`src/rtl/alu_ctrl_if.sv`:
```
// Issue / ALU / writeback signal bundle for alu_ctrl.
// slave is the controller's view; master is the surrounding pipeline's view.
interface alu_ctrl_if;
  logic        iInstrValid;
  logic        oInstrRdy;
  logic [31:0] iInstr;
  logic [31:0] iRs1Data;
  logic [31:0] iRs2Data;
  logic [3:0]  oAluOP;
  logic [31:0] oAluA;
  logic [31:0] oAluB;
  logic        iAluRdy;
  logic [31:0] iAluC;
  logic        oWbValid;
  logic        iWbRdy;
  logic [4:0]  oWbRd;
  logic [31:0] oWbData;
  logic        oIllegal;

  modport slave (
    input  iInstrValid, iInstr, iRs1Data, iRs2Data, iAluRdy, iAluC, iWbRdy,
    output oInstrRdy, oAluOP, oAluA, oAluB, oWbValid, oWbRd, oWbData, oIllegal
  );

  modport master (
    output iInstrValid, iInstr, iRs1Data, iRs2Data, iAluRdy, iAluC, iWbRdy,
    input  oInstrRdy, oAluOP, oAluA, oAluB, oWbValid, oWbRd, oWbData, oIllegal
  );
endinterface

```
`src/rtl/alu_ctrl.sv`:
```
// RV32I issue/decode controller: decodes R-type (and, with ALU_CTRL_OPIMM_EN
// defined, OP-IMM) instructions, drives the ALU and returns the result to writeback.
module alu_ctrl (
  input logic       iClk,
  input logic       nRst,
  alu_ctrl_if.slave bus
);

  typedef enum logic [1:0] {IDLE, EXEC, RESP} state_t;

  typedef enum logic [3:0] {
    OP_ADD  = 4'd0, OP_SUB = 4'd1, OP_XOR = 4'd2, OP_OR  = 4'd3, OP_AND  = 4'd4,
    OP_SLL  = 4'd5, OP_SRL = 4'd6, OP_SRA = 4'd7, OP_SLT = 4'd8, OP_SLTU = 4'd9
  } alu_op_t;

  typedef struct packed {
    logic        legal;
    alu_op_t     op;
    logic [31:0] b;
  } decode_t;

  localparam logic [6:0] OPC_OP    = 7'b0110011;
  localparam logic [6:0] F7_BASE   = 7'b0000000;
  localparam logic [6:0] F7_ALT    = 7'b0100000;
`ifdef ALU_CTRL_OPIMM_EN
  localparam logic [6:0] OPC_OPIMM = 7'b0010011;
`endif

  state_t      state, state_nxt;
  decode_t     dec;
  logic [31:0] instr;
  logic [6:0]  opcode;
  logic [6:0]  funct7;
  logic [2:0]  funct3;
  logic        unused_rs_fields;

  alu_op_t     alu_op_q;
  logic [31:0] alu_a_q, alu_b_q;
  logic [4:0]  wb_rd_q;
  logic [31:0] wb_data_q;
  logic        illegal_q;

  assign instr            = bus.iInstr;
  assign opcode           = instr[6:0];
  assign funct3           = instr[14:12];
  assign funct7           = instr[31:25];
  assign unused_rs_fields = ^instr[24:15];

  // NOTE: every field gets a default before the case so no path leaves a latch.
  always_comb begin
    dec.legal = 1'b0;
    dec.op    = OP_ADD;
    dec.b     = bus.iRs2Data;
    if (opcode == OPC_OP) begin
      case (funct3)
        3'b000: begin
          dec.legal = (funct7 == F7_BASE) || (funct7 == F7_ALT);
          dec.op    = (funct7 == F7_ALT) ? OP_SUB : OP_ADD;
        end
        3'b001: begin dec.legal = (funct7 == F7_BASE); dec.op = OP_SLL;  end
        3'b010: begin dec.legal = (funct7 == F7_BASE); dec.op = OP_SLT;  end
        3'b011: begin dec.legal = (funct7 == F7_BASE); dec.op = OP_SLTU; end
        3'b100: begin dec.legal = (funct7 == F7_BASE); dec.op = OP_XOR;  end
        3'b101: begin
          dec.legal = (funct7 == F7_BASE) || (funct7 == F7_ALT);
          dec.op    = (funct7 == F7_ALT) ? OP_SRA : OP_SRL;
        end
        3'b110: begin dec.legal = (funct7 == F7_BASE); dec.op = OP_OR;   end
        default: begin dec.legal = (funct7 == F7_BASE); dec.op = OP_AND; end
      endcase
    end
`ifdef ALU_CTRL_OPIMM_EN
    else if (opcode == OPC_OPIMM) begin
      dec.legal = 1'b1;
      dec.b     = {{20{instr[31]}}, instr[31:20]};
      case (funct3)
        3'b000: dec.op = OP_ADD;
        3'b001: begin
          dec.legal = (funct7 == F7_BASE);
          dec.op    = OP_SLL;
          dec.b     = {27'd0, instr[24:20]};
        end
        3'b010: dec.op = OP_SLT;
        3'b011: dec.op = OP_SLTU;
        3'b100: dec.op = OP_XOR;
        3'b101: begin
          // Shift immediates carry only the 5-bit shamt; funct7 picks logical vs arithmetic.
          dec.legal = (funct7 == F7_BASE) || (funct7 == F7_ALT);
          dec.op    = (funct7 == F7_ALT) ? OP_SRA : OP_SRL;
          dec.b     = {27'd0, instr[24:20]};
        end
        3'b110: dec.op = OP_OR;
        default: dec.op = OP_AND;
      endcase
    end
`endif
  end

  // NOTE: sequential state uses non-blocking assignments under an async active-low reset.
  always_ff @(posedge iClk or negedge nRst) begin
    if (!nRst) state <= IDLE;
    else       state <= state_nxt;
  end

  always_comb begin
    state_nxt = state;
    unique case (state)
      IDLE:    if (bus.iInstrValid) state_nxt = dec.legal ? EXEC : RESP;
      EXEC:    if (bus.iAluRdy)     state_nxt = RESP;
      RESP:    if (bus.iWbRdy)      state_nxt = IDLE;
      default: state_nxt = IDLE;
    endcase
  end

  // Ready is forced low while reset is held even though the state already reads IDLE.
  always_comb begin
    bus.oInstrRdy = 1'b0;
    bus.oWbValid  = 1'b0;
    case (state)
      IDLE:    bus.oInstrRdy = nRst;
      RESP:    bus.oWbValid  = 1'b1;
      default: ;
    endcase
  end

  // Illegal instructions leave the ALU-facing registers untouched and return zero.
  always_ff @(posedge iClk or negedge nRst) begin
    if (!nRst) begin
      alu_op_q  <= OP_ADD;
      alu_a_q   <= '0;
      alu_b_q   <= '0;
      wb_rd_q   <= '0;
      wb_data_q <= '0;
      illegal_q <= 1'b0;
    end else begin
      if (state == IDLE && bus.iInstrValid) begin
        wb_rd_q   <= instr[11:7];
        illegal_q <= !dec.legal;
        if (dec.legal) begin
          alu_op_q <= dec.op;
          alu_a_q  <= bus.iRs1Data;
          alu_b_q  <= dec.b;
        end else begin
          wb_data_q <= '0;
        end
      end
      if (state == EXEC && bus.iAluRdy) wb_data_q <= bus.iAluC;
    end
  end

  assign bus.oAluOP   = alu_op_q;
  assign bus.oAluA    = alu_a_q;
  assign bus.oAluB    = alu_b_q;
  assign bus.oWbRd    = wb_rd_q;
  assign bus.oWbData  = wb_data_q;
  assign bus.oIllegal = illegal_q;

endmodule

```
`src/flat_wrapper.sv`:
```
// flat-port wrapper written by rule: the top's interface ports become plain ports
module alu_ctrl_flat 
  (iClk, nRst, bus_iInstrValid, bus_iInstr, bus_iRs1Data, bus_iRs2Data, bus_iAluRdy, bus_iAluC, bus_iWbRdy, bus_oInstrRdy, bus_oAluOP, bus_oAluA, bus_oAluB, bus_oWbValid, bus_oWbRd, bus_oWbData, bus_oIllegal);
  alu_ctrl_if bus_i ();
  input logic iClk;
  input logic nRst;
  input wire logic [$bits(bus_i.iInstrValid)-1:0] bus_iInstrValid;
  input wire logic [$bits(bus_i.iInstr)-1:0] bus_iInstr;
  input wire logic [$bits(bus_i.iRs1Data)-1:0] bus_iRs1Data;
  input wire logic [$bits(bus_i.iRs2Data)-1:0] bus_iRs2Data;
  input wire logic [$bits(bus_i.iAluRdy)-1:0] bus_iAluRdy;
  input wire logic [$bits(bus_i.iAluC)-1:0] bus_iAluC;
  input wire logic [$bits(bus_i.iWbRdy)-1:0] bus_iWbRdy;
  output wire logic [$bits(bus_i.oInstrRdy)-1:0] bus_oInstrRdy;
  output wire logic [$bits(bus_i.oAluOP)-1:0] bus_oAluOP;
  output wire logic [$bits(bus_i.oAluA)-1:0] bus_oAluA;
  output wire logic [$bits(bus_i.oAluB)-1:0] bus_oAluB;
  output wire logic [$bits(bus_i.oWbValid)-1:0] bus_oWbValid;
  output wire logic [$bits(bus_i.oWbRd)-1:0] bus_oWbRd;
  output wire logic [$bits(bus_i.oWbData)-1:0] bus_oWbData;
  output wire logic [$bits(bus_i.oIllegal)-1:0] bus_oIllegal;
  assign bus_i.iInstrValid = bus_iInstrValid;
  assign bus_i.iInstr = bus_iInstr;
  assign bus_i.iRs1Data = bus_iRs1Data;
  assign bus_i.iRs2Data = bus_iRs2Data;
  assign bus_i.iAluRdy = bus_iAluRdy;
  assign bus_i.iAluC = bus_iAluC;
  assign bus_i.iWbRdy = bus_iWbRdy;
  assign bus_oInstrRdy = bus_i.oInstrRdy;
  assign bus_oAluOP = bus_i.oAluOP;
  assign bus_oAluA = bus_i.oAluA;
  assign bus_oAluB = bus_i.oAluB;
  assign bus_oWbValid = bus_i.oWbValid;
  assign bus_oWbRd = bus_i.oWbRd;
  assign bus_oWbData = bus_i.oWbData;
  assign bus_oIllegal = bus_i.oIllegal;
  alu_ctrl u_core (.iClk(iClk), .nRst(nRst), .bus(bus_i));
endmodule
```
`config.mk`:
```
export PLATFORM = sky130hd
export DESIGN_NAME = alu_ctrl_flat
export DESIGN_NICKNAME = d
export VERILOG_FILES = /design/src/rtl/alu_ctrl_if.sv /design/src/rtl/alu_ctrl.sv /design/src/flat_wrapper.sv
export SDC_FILE = /design/constraint.sdc
export NUM_CORES = 1
export LEC_CHECK = 0
export ABC_AREA = 1
export ABC_CLOCK_PERIOD_IN_PS = 1700
export CORE_ASPECT_RATIO = 0.9
export CORE_MARGIN = 2
export CORE_UTILIZATION = 23
export CTS_BUF_LIST = sky130_fd_sc_hd__clkbuf_8
export DETAILED_ROUTE_END_ITERATION = 6
export GPL_TIMING_DRIVEN = 0
export PLACE_DENSITY = 0.5
export SKIP_LAST_GASP = 1
export SLEW_MARGIN = 20
export SYNTH_ARGS = -nofsm -noshare
export SYNTH_HDL_FRONTEND = slang
export SYNTH_SLANG_ARGS = --single-unit
export TNS_END_PERCENT = 5
```
`constraint.sdc`:
```
create_clock -name iClk -period 1.7 [get_ports iClk]
set_input_delay 0.51 -clock iClk [delete_from_list [all_inputs] [get_ports iClk]]
set_output_delay 0.51 -clock iClk [all_outputs]
set_load 0.01 [all_outputs]
```
### Word level (Yosys, flattened, before mapping)

Cells that the tools add are included.

| storage, ports and cells | value |
|---|---|
| register bits after elaboration | 108 |
| input bits | 133 |
| output and inout bits | 108 |
| logic and storage cells | 46 |

| cells by class | value |
|---|---|
| equal/unequal tests | 14 |
| multiplexer cells | 14 |
| reductions and logical operators | 11 |

Operators by type and width:

| cell | number |
|---|---|
| $mux 32 | 3 |
| $pmux 5 s7 | 1 |
| $eq 7x6->1 const B | 2 |
| $eq 3x3->1 const B | 3 |
| $mux 2 | 4 |
| $ne 2x2->1 const B | 4 |
| $logic_not 7->1 | 1 |
| $eq 3x2->1 const B | 2 |
| $pmux 2 s3 | 1 |
| $mux 5 | 1 |
| $mux 1 | 4 |
| $reduce_and 2->1 | 2 |
| $eq 3x1->1 const B | 1 |
| $logic_not 3->1 | 1 |
| $reduce_and 3->1 | 1 |
| $eq 2x1->1 const B | 1 |
| $eq 2x2->1 const B | 1 |
| $logic_and 1x1->1 | 2 |
| $logic_not 2->1 | 1 |
| $reduce_bool 2->1 | 1 |
| $logic_not 1->1 | 1 |
| $logic_or 1x1->1 | 1 |

### Logic depth before layout (Yosys ltp)

| logic depth | value |
|---|---|
| depth after elaboration | 7 |
| mapped depth | 10 |
| depth with buffers taken out | 8 |

### Worst setup path before layout

Ideal clock, no wire load.

| timing path | value |
|---|---|
| path type | input to register |
| start | input bus_iInstr[3] |
| end | register u_core.alu_a_q[12] (netlist: u_core.bus.oAluA[12]) |
| setup time | 0.066 ns |
| arrival time | 1.468 ns |
| required time | 1.634 ns |
| path slack | 0.166 ns |
| cell stages on the path | 9 |
| path buffers | 2 |
| cell sequence | nor2_1 -> nand3_1 -> nor2_1 -> nand3_4 -> inv_2 -> buf_4 -> buf_4 -> nand2_1 -> nand2_1 |

| between the ends | value |
|---|---|
| word-level cells in the longest chain between the ends | 3 |

Ends and longest elaborated chain:

| what | line | text |
|---|---|---|
| from (decl) | flat_wrapper.sv:8 | `input wire logic [$bits(bus_i.iInstr)-1:0] bus_iInstr;` |
| $eq 7x6->1 | alu_ctrl.sv:54 | `if (opcode == OPC_OP) begin` |
| $mux 5 | alu_ctrl.sv:54 |  |
| $reduce_and 2->1 (no line) | - |  |
| to (signal assigned) | alu_ctrl.sv:141 | `alu_a_q <= bus.iRs1Data;` |
| to (decl) | alu_ctrl.sv:38 | `logic [31:0] alu_a_q, alu_b_q;` |

Every way passes these cells.
A chain may end at the register's enable or synchronous reset.

### Final worst setup path

| timing path | value |
|---|---|
| start | register u_core.wb_data_q[19] (netlist: u_core.bus.oWbData[19]) |
| end | output bus_oWbData[19] |

RTL lines:

| what | line | text |
|---|---|---|
| from (decl) | alu_ctrl.sv:40 | `logic [31:0] wb_data_q;` |
| from (signal assigned) | alu_ctrl.sv:147 | `if (state == EXEC && bus.iAluRdy) wb_data_q <= bus.iAluC;` |
| to (decl) | flat_wrapper.sv:20 | `output wire logic [$bits(bus_i.oWbData)-1:0] bus_oWbData;` |

No word-level cell between the ends.

==> impl_metrics.csv <==
group,metric,value,unit
status,status,"complete, but fails checks",
status,violations,"negative setup slack",
logic_synthesis,yosys-top-cells-count,"288 x nand2_1, 108 x dfrtp_1, 39 x nand3_1, 13 x clkbuf_1, 12 x inv_1",
worst_setup_path,crit_chain,"clkdlybuf4s50_1",
worst_setup_path,r2r_cells,7,
pwr,p_total,4720,uW
logic_synthesis,syn_area_per_cell,8.65,um^2
timing,fmax,0.542,GHz
timing,fin_crit,1.84,ns
clocking,cts.sinks,108,
timing,relSlewSlack,0.696,
worst_setup_path,worstPathRequired,1.19,ns
grt,grt_pass1_wl,21600,um
floorplanning,initial_core_util,0.234,
timing,tightestPinTransition,0.456,ns
grt,grt_max_degree,29,
cells_and_area,stdcell_count,997,
clocking,clock_path_buffers,2,
logic_synthesis,synth_cell_types,17,
detailed_routing,wl_per_cell,14.0,um
logic_synthesis,synth_edf_count,0,
grt,grt_usage,0.138,
timing,period_share,1.09,
min_path,hold_class,"input pin to async pin",
floorplanning,die-width,148,um
clocking,cts.clk_slew.worst_paths,0.10,ns
worst_setup_path,end_kind,"output port",
logic_synthesis,synthFlopType,"dfrtp_1",
detailed_routing,first_pass_iters,6,
grt,antenna_found_initial,0,
logic_synthesis,yosys.area_share.simple,0.324,
grt,gr-total-overflow,0,
clocking,cts-root-buf,"clkbuf_8",
logic_synthesis,yosysMostFrequentCell,"nand2_1",
pwr,p_per_area,637,nW/um^2
clocking,htreeDepth,3,
clocking,cts_tree,"yes",
floorplanning,chipHeight,134,um
worst_setup_path,rr_endpoint,"u_core.bus.oAluA[13]",
logic_synthesis,yosysWarningCount,0,
timing,setup_viol,105,
floorplanning,core_area,18300,um^2
worst_setup_path,r2r_start,"u_core.state[1]",
logic_synthesis,synth_fa_ha_area_frac,0,
cells_and_area,layout.nets,880,
logic_synthesis,ys_ff_latch,108,
worst_setup_path,critPathLaunchType,"flop",
logic_synthesis,synth_compound_gate_area_share,0.00989,
logic_synthesis,synth_xor_area_frac,0,
timing,whs,0.0603,ns
worst_setup_path,crit_start,"u_core.bus.oWbData[19]",
worst_setup_path,criticalPathCategory,"flop to output port",
detailed_routing,totalWireLength,13900,um
timing,rsz0062_at_grt,"true",
worst_setup_path,cp_max_fo,2,
worst_setup_path,path_buf_inv,1,
worst_setup_path,cp.depth,1,
pwr,power.leakage,0.00372,uW
logic_synthesis,synth.area.mux_share,0,
placed_design,hpwlAfterDp,10300,um
floorplanning,std_cell_rows,47,
cells_and_area,syn2layout_area_growth,72.2,%
logic_synthesis,synth_area_leader_cell,"dfrtp_1",
timing,fin_worst_skew,0.0132,ns
logic_synthesis,synthArstFlopShare,1.00,
detailed_routing,dr_total_vias,4020,
grt,grt_pass1_vias,4098,
cells_and_area,drive_gt1_frac,0.0811,
timing,finalHoldViolations,0,
detailed_routing,viasPerCell,4.03,
clocking,insertion_delay,0.38,ns
placed_design,place_inst,973,
timing,setup_slack,-0.145,ns
detailed_routing,drcViolationCount,0,
run,drv_cap,0,
worst_setup_path,timing.reg2reg.setup_slack,0.13,ns
clocking,numCtsBuffers,9,
logic_synthesis,synth.area.top_cells,"dfrtp_1 63%, nand2_1 25%, nand3_1 4.5%",
logic_synthesis,synth_top_area_frac,0.628,
cells_and_area,antenna_cells,0,
floorplanning,die-area,19800,um^2
placed_design,gp_congestion,0.773,
floorplanning,ios,241,
worst_setup_path,cp_top_family,"buffers and inverters",
detailed_routing,ant_nets,0,
logic_synthesis,synthCells,497,
detailed_routing,drt_iter0_markers,136,
logic_synthesis,syn_area,4300,um^2
worst_setup_path,slowest_stage,"clkdlybuf4s50_1",
pwr,ir_drop,0.000293,V
worst_setup_path,max_stage_delay,0.57,ns
logic_synthesis,seq_area_frac_synth,0.628,
worst_setup_path,crit_end,"bus_oWbData[19]",
logic_synthesis,synth_top_family_by_area,"simple AND/OR/NAND/NOR gates",
timing,slew_violations,0,
worst_setup_path,cp.arrival,1.33,ns
placed_design,io_buffers,230,
logic_synthesis,synth_nets,630,
-- flip-flops by register name (all words and copies together) (netlist names) --
name	flops
u_core.state	2
u_core.bus.oWbRd	5
u_core.bus.oIllegal	1
u_core.bus.oAluA	32
u_core.bus.oAluB	32
u_core.bus.oAluOP	4
u_core.bus.oWbData	32
-- worst min-delay path by stage --
stage	end	slack [ns]	depth (start not counted)
global route	u_core.bus.oWbData[18]	0.03	2
CTS	u_core.bus.oWbData[18]	0.04	2
global placement	u_core.bus.oWbRd[3]	0.46	2
finish	u_core.bus.oAluB[3]	0.06	2
floorplan	u_core.bus.oAluA[0]	0.21	0
detailed placement	u_core.bus.oWbRd[4]	0.46	2
-- layer usage --
metal,GRT usage,wire (um),vias to the layer above
met5,0,0,-
li1,-,-,2025
met3,0.0623,1220,13
met2,0.228,6550,131
met1,0.165,5970,1851
met4,0.0339,184,0
-- cell families after synthesis --
kind of cell / count (synthesis)
AOI/OAI and AO/OA: 8
buffers and inverters: 36
DFF: 108
and+or+nand+nor: 345
-- final cells by class --
class / instances / area, um^2
clock buffer: 11 / 151
tap: 245 / 307
inverter: 13 / 48.8
sequential: 108 / 2700
fill: 1863 / 10900
multi-input combinational: 353 / 1480
clock inverter: 5 / 28.8
timing repair buffer: 240 / 2500
buffer: 22 / 193
-- placed cells by master (no fill, tap or decap), types with 2 or more instances in the layout --
cell type        Yosys  layout
dlygate4sd2_1        0       3
nand3_2              0       3
buf_16               0       2
inv_1               12      12
clkbuf_8             0      11
nand3_1             39      36
nand2_1            288     286
dfrtp_1            108     108
a21oi_1              2       2
clkbuf_4             0       4
nand3b_1             3       3
o21ai_0              5       4
buf_12               0       3
buf_2                4       3
nor2_1              11       6
nor2_2               0       4
clkbuf_1            13       4
dlymetal6s2s_1       0       3
inv_2                1       3
buf_4                6       4
bufbuf_16            0       2
buf_8                0       2
clkbuf_2             0       4
buf_6                0       6
clkdlybuf4s50_1      0     221
-- stage by stage --
step / setup slack (ns) / util / cell area, um^2 / setup TNS [ns]
floorplan: 0.166 / - / 4300 / 0
global placement: -4.42 / 0.377 / 6910 / -520.20
detailed placement: -0.894 / 0.378 / 6940 / -64.89
CTS: -0.183 / 0.399 / 7330 / -18.23
global route: -0.219 / 0.404 / 7400 / -19.48
finish: -0.145 / 0.404 / 7400 / -10.45
-- timing repair --
action,CTS,global route
gates resized for setup,36,30
hold endpoints to repair,26,0
pin swaps,4,6
hold buffers,1,0
endpoints found under the setup margin,206,207
buffers inserted,5,1
gates cloned,2,0
-- power by group --
group / internal, uW / total, uW / switching (uW)
logic: 388 / 618 / 230
clock network: 604 / 1480 / 878
registers: 2600 / 2620 / 17.7
total: 3590 / 4720 / 1130
No activity file was read; power rests on OpenSTA's default activity.
